<file path="config.mk">
export PLATFORM = sky130hd
export DESIGN_NAME = uart_rx
export DESIGN_NICKNAME = d
export VERILOG_FILES = /design/src/rtl/uart_pkg.sv /design/src/rtl/uart_rx_sync.sv /design/src/rtl/uart_rx.sv
export SDC_FILE = /design/constraint.sdc
export NUM_CORES = 1
export LEC_CHECK = 0
export CAP_MARGIN = 5
export CORE_MARGIN = 8
export CORE_UTILIZATION = 56
export CTS_CLUSTER_DIAMETER = 200
export DETAILED_ROUTE_END_ITERATION = 10
export PLACE_DENSITY = 0.79
export SKIP_LAST_GASP = 1
export SLEW_MARGIN = 40
export SYNTH_ARGS = -nofsm -noshare
export SYNTH_HDL_FRONTEND = slang
export SYNTH_HIERARCHICAL = 1
export SYNTH_SLANG_ARGS = --single-unit
</file>
<file path="constraint.sdc">
create_clock -name i_Clock -period 2.8 [get_ports i_Clock]
set_clock_uncertainty 0.15 [all_clocks]
set_input_delay 0.7 -clock i_Clock [delete_from_list [all_inputs] [get_ports i_Clock]]
set_output_delay 0.7 -clock i_Clock [all_outputs]
set_load 0.03 [all_outputs]
</file>
<file path="src/rtl/uart_pkg.sv">
// Definitions shared by the UART transmitter and receiver: FSM state encodings
// and frame-format constants.
package uart_pkg;

  typedef enum logic [2:0] {
    IDLE    = 3'd0,
    START   = 3'd1,
    DATA    = 3'd2,
    PARITY  = 3'd3,
    STOP    = 3'd4,
    CLEANUP = 3'd5
  } uart_state_e;

  localparam int   DATA_BITS  = 8;
  // Even parity: the XOR over the data bits and the parity bit is 0.
  localparam logic PARITY_ODD = 1'b0;

endpackage

</file>
<file path="src/rtl/uart_rx_sync.sv">
// Two-flop synchroniser for the asynchronous serial input. Both flops reset to
// the idle-high line level.
module uart_rx_sync (
  input  logic i_Clock,
  input  logic i_Reset,
  input  logic i_Async,
  output logic o_Sync
);

  logic meta_q;
  logic sync_q;

  always_ff @(posedge i_Clock or posedge i_Reset) begin
    if (i_Reset) begin
      meta_q <= 1'b1;
      sync_q <= 1'b1;
    end else begin
      meta_q <= i_Async;
      sync_q <= meta_q;
    end
  end

  assign o_Sync = sync_q;

endmodule

</file>
<file path="src/rtl/uart_rx.sv">
// UART receiver for 8E1 frames (start 0, 8 data bits LSB first, even parity,
// stop 1). It emits each byte with a one-cycle strobe and parity/framing flags.
module uart_rx
  import uart_pkg::*;
#(
  parameter int CLKS_PER_BIT = 3
) (
  input  logic       i_Clock,
  input  logic       i_Reset,
  input  logic       i_Rx_Serial,
  output logic       o_Rx_DV,
  output logic [7:0] o_Rx_Byte,
  output logic       o_Parity_Err,
  output logic       o_Frame_Err,
  output logic       o_Rx_Active,
  output logic [2:0] o_Bit_Index
);

  localparam logic [7:0] HALF = 8'((CLKS_PER_BIT - 1) / 2);
  localparam logic [7:0] LAST = 8'(CLKS_PER_BIT - 1);

  logic rx;

  uart_rx_sync u_sync (
    .i_Clock (i_Clock),
    .i_Reset (i_Reset),
    .i_Async (i_Rx_Serial),
    .o_Sync  (rx)
  );

  uart_state_e state_q, state_d;
  logic [7:0]  cnt_q, cnt_d;
  logic [2:0]  idx_q, idx_d;
  logic        par_q, par_d;
  logic [7:0]  shift_q, shift_d;
  logic        perr_q, perr_d;
  logic        dv_q, dv_d;
  logic [7:0]  byte_q, byte_d;
  logic        perr_out_q, perr_out_d;
  logic        ferr_q, ferr_d;
  logic        active_q, active_d;

  always_comb begin
    state_d    = state_q;
    cnt_d      = cnt_q;
    idx_d      = idx_q;
    par_d      = par_q;
    shift_d    = shift_q;
    perr_d     = perr_q;
    dv_d       = 1'b0;
    byte_d     = byte_q;
    perr_out_d = perr_out_q;
    ferr_d     = ferr_q;
    active_d   = active_q;

    case (state_q)
      IDLE: begin
        cnt_d = 8'd0;
        idx_d = 3'd0;
        par_d = 1'b0;
        if (!rx) state_d = START;
      end
      START: begin
        if (cnt_q == HALF) begin
          cnt_d = 8'd0;
          // A line that has returned high by mid-start-bit was a glitch.
          if (!rx) begin
            active_d = 1'b1;
            state_d  = DATA;
          end else begin
            state_d = IDLE;
          end
        end else begin
          cnt_d = cnt_q + 8'd1;
        end
      end
      DATA: begin
        if (cnt_q == LAST) begin
          cnt_d          = 8'd0;
          shift_d[idx_q] = rx;
          par_d          = par_q ^ rx;
          if (idx_q == 3'(DATA_BITS - 1)) begin
            idx_d   = 3'd0;
            state_d = PARITY;
          end else begin
            idx_d = idx_q + 3'd1;
          end
        end else begin
          cnt_d = cnt_q + 8'd1;
        end
      end
      PARITY: begin
        if (cnt_q == LAST) begin
          cnt_d   = 8'd0;
          perr_d  = par_q ^ rx ^ PARITY_ODD;
          state_d = STOP;
        end else begin
          cnt_d = cnt_q + 8'd1;
        end
      end
      STOP: begin
        if (cnt_q == LAST) begin
          cnt_d      = 8'd0;
          dv_d       = 1'b1;
          byte_d     = shift_q;
          perr_out_d = perr_q;
          ferr_d     = ~rx;
          active_d   = 1'b0;
          state_d    = rx ? IDLE : CLEANUP;
        end else begin
          cnt_d = cnt_q + 8'd1;
        end
      end
      CLEANUP: begin
        if (rx) state_d = IDLE;
      end
      default: state_d = IDLE;
    endcase
  end

  always_ff @(posedge i_Clock or posedge i_Reset) begin
    if (i_Reset) begin
      state_q    <= IDLE;
      cnt_q      <= 8'd0;
      idx_q      <= 3'd0;
      par_q      <= 1'b0;
      shift_q    <= 8'd0;
      perr_q     <= 1'b0;
      dv_q       <= 1'b0;
      byte_q     <= 8'd0;
      perr_out_q <= 1'b0;
      ferr_q     <= 1'b0;
      active_q   <= 1'b0;
    end else begin
      state_q    <= state_d;
      cnt_q      <= cnt_d;
      idx_q      <= idx_d;
      par_q      <= par_d;
      shift_q    <= shift_d;
      perr_q     <= perr_d;
      dv_q       <= dv_d;
      byte_q     <= byte_d;
      perr_out_q <= perr_out_d;
      ferr_q     <= ferr_d;
      active_q   <= active_d;
    end
  end

  assign o_Rx_DV      = dv_q;
  assign o_Rx_Byte    = byte_q;
  assign o_Parity_Err = perr_out_q;
  assign o_Frame_Err  = ferr_q;
  assign o_Rx_Active  = active_q;
  assign o_Bit_Index  = idx_q;

endmodule

</file>
==> results.toml <==
[routing]
dr_total_vias = 1321
wl_per_cell_um = 14.9
drt_pass1_iterations = 4
drcViolationCount = 0
ant_nets = 0
routed_wl_mm = 3.51
drt_iter0_drc = 124
viasPerCell = 5.62

[power_and_ir_drop]
power.density_nw_per_um2 = 671
ir_drop_uv = 400
leakage_nw = 1.02

[placed_design]
dpl.hpwl_mm = 2.49
numPortBuffers = 17
gp_congestion = 0.804

[critical_path]
path_class = "register to output pin"
critical_path.top_delay_family = "buffers and inverters"
slowest_stage = "clkdlybuf4s50_1"
end_kind = "output pin"
cp.arrival_ps = 1710
worstPathRequired_ps = 1950
worstPathMaxFanout = 13
critPathLaunchType = "register"
slowest_delay_ps = 760
path_cells = "clkdlybuf4s50_1"
critPathBufInv = 1

[global_route]
antenna_found_initial = 0
overflow = 0
grt_pass1_wl_mm = 5.89
grt_util_all_layers = 0.141
grt_pass1_vias = 1297
grt_max_degree = 37

[timing]
tns_ps = 0
finalHoldViolations = 0
holdWs_ps = 216
fin_crit_ps = 2560
report.final.slew_viol_count = 0
rsz0062_at_grt = "false"
worst_pin_slew_ps = 437
period_share = 0.915
relSlewSlack = 0.707
setup_viol = 0
max_freq_mhz = 390

[min_path]
hold_path.class = "register to register"

[synthesis]
synth_edf_count = 0
yosys_warnings = 6
synth.distinct_cells = 40
synthArstFlopShare = 1.00
yosys_register_bits = 38
syn_area_sq_um = 1860
yosysSeqAreaShare = 0.512
syn_inst = 172
synth.area.top_cells = "dfrtp_1 48%, mux2_1 9.7%, nand2_1 5.4%, ha_1 3.4%, dfstp_2 2.8%"
synth_top_flop_cell = "dfrtp_1"
syn-num-nets = 180
yosysTopAreaCell = "dfrtp_1"
postSynthAreaPerCell_sq_um = 10.8
synth.top_cell.area_share = 0.484

[die]
rows = 21
ios = 18
dieArea_sq_um = 5430
die_h_um = 73.7
start_util = 0.571
core_sq_um = 3260
die_w_um = 73.7

[clock_network]
ctsResizeCount = 0
htree_levels = 2
cts_buffer_depth = 2
clkSinkCount = 38
cts_made_buffers = 5
cts_tree = "yes"
clk-insertion-delay-late_ps = 350
holdBufCountCts = 0
clk_pin_slew_worst_paths_ps = 120
postCtsSetupBuffers = 0
cts_root_buf = "clkbuf_4"

[final_layout]
antenna_cells = 0
area_growth_syn_to_layout_pct = 16.3
mostFrequentLayoutCell = "dfrtp_1"
drive_above_1_share = 0.116
postLayoutCoreUtil = 0.665
finalNetCount = 196
final_cell_mix = "36 x dfrtp_1, 27 x nand2_1, 17 x clkdlybuf4s50_1, 16 x mux2_1, 10 x o21ai_0"

[run_status]
status = "complete, no violations"

[flow_run]
drv_cap = 0
-- Yosys cell counts (3+ instances only) --
library cell  number
o21ai_0           10
nand2_1           27
ha_1               5
inv_1              7
mux2_1            16
nor2_1             5
dfrtp_1           36
nor4_1             3
buf_2              6
nor2b_1            4
o22ai_1            3
nand3_1            8
nor3_1             3
-- worst register-to-register path, stage by stage (launching register included) --
cell and delay [ps]:
dfrtp_1 460, inv_1 80, ha_1 130, nor3b_2 330, nand3_2 230, nor4b_2 360, mux2_1 350
-- metrics by stage --
step	worst slack [ps]	instance area (sq um)	power, mW	std cells
floorplan	830	1860	0.907	172
global placement	656	2060	0.975	227
detailed placement	617	2060	0.991	227
CTS	212	2170	1.46	235
global route	172	2170	1.52	235
finish	237	2170	1.45	235
-- final timing paths --
| path | startpoint | endpoint | slack (ps) | cells past startpoint |
|---|---|---|---|---|
| worst max-delay path | o_Bit_Index[0] | o_Bit_Index[0] | 240 | 1 |
| worst min-delay path | u_sync/meta_q | u_sync/o_Sync | 220 | 0 |
| worst max register to register | cnt_q[0] | shift_q[2] | 620 | 6 |
| worst min register to register | u_sync/meta_q | u_sync/o_Sync | 220 | 0 |
| max in group asynchronous | i_Reset | o_Rx_DV | 1580 | 3 |
| min in group asynchronous | i_Reset | u_sync/o_Sync | 530 | 2 |
-- layer usage --
layer	share of wire	vias to the layer above	global-route usage
met4	0.017	0	0.0554
li1	-	637	-
met1	0.44	630	0.157
met2	0.47	44	0.237
met5	0	-	0
met3	0.070	10	0.0491
-- sequential cells by signal, summed over array words and instances, names as in the netlist, 3 cells and up --
| name | count |
|---|---|
| o_Bit_Index | 3 |
| shift_q | 8 |
| state_q | 3 |
| cnt_q | 8 |
| o_Rx_Byte | 8 |
-- cell type report --
cell class                      instances  area, sq um
Clock buffer                            5         37.5
Clock inverter                          3         68.8
Fill cell                             263         1090
Inverter                                7         26.3
Multi-Input combinational cell        117          837
Sequential cell                        38          953
Tap cell                               46         57.6
Timing Repair Buffer                   19          185
-- power by group --
part	switching, mW	internal (mW)	leakage (nW)	total, mW
Clock	0.194	0.279	0.0554	0.473
Combinational	0.179	0.120	0.455	0.299
Sequential	0.0768	0.605	0.514	0.682
-- cell families (layout without fill, tap and decap cells) --
logic type	Yosys count	count (layout)	synth area share
buffers and inverters	17	34	0.0383
AO/OA/AOI/OAI	25	25	0.0914
AND/OR/NAND/NOR	67	67	0.206
adder cells (fa/ha/maj)	5	5	0.0336
XOR/XNOR	1	1	0.00471
flip-flops	38	38	0.512
multiplexers	19	19	0.114
Power figures use the tool's default switching activity.
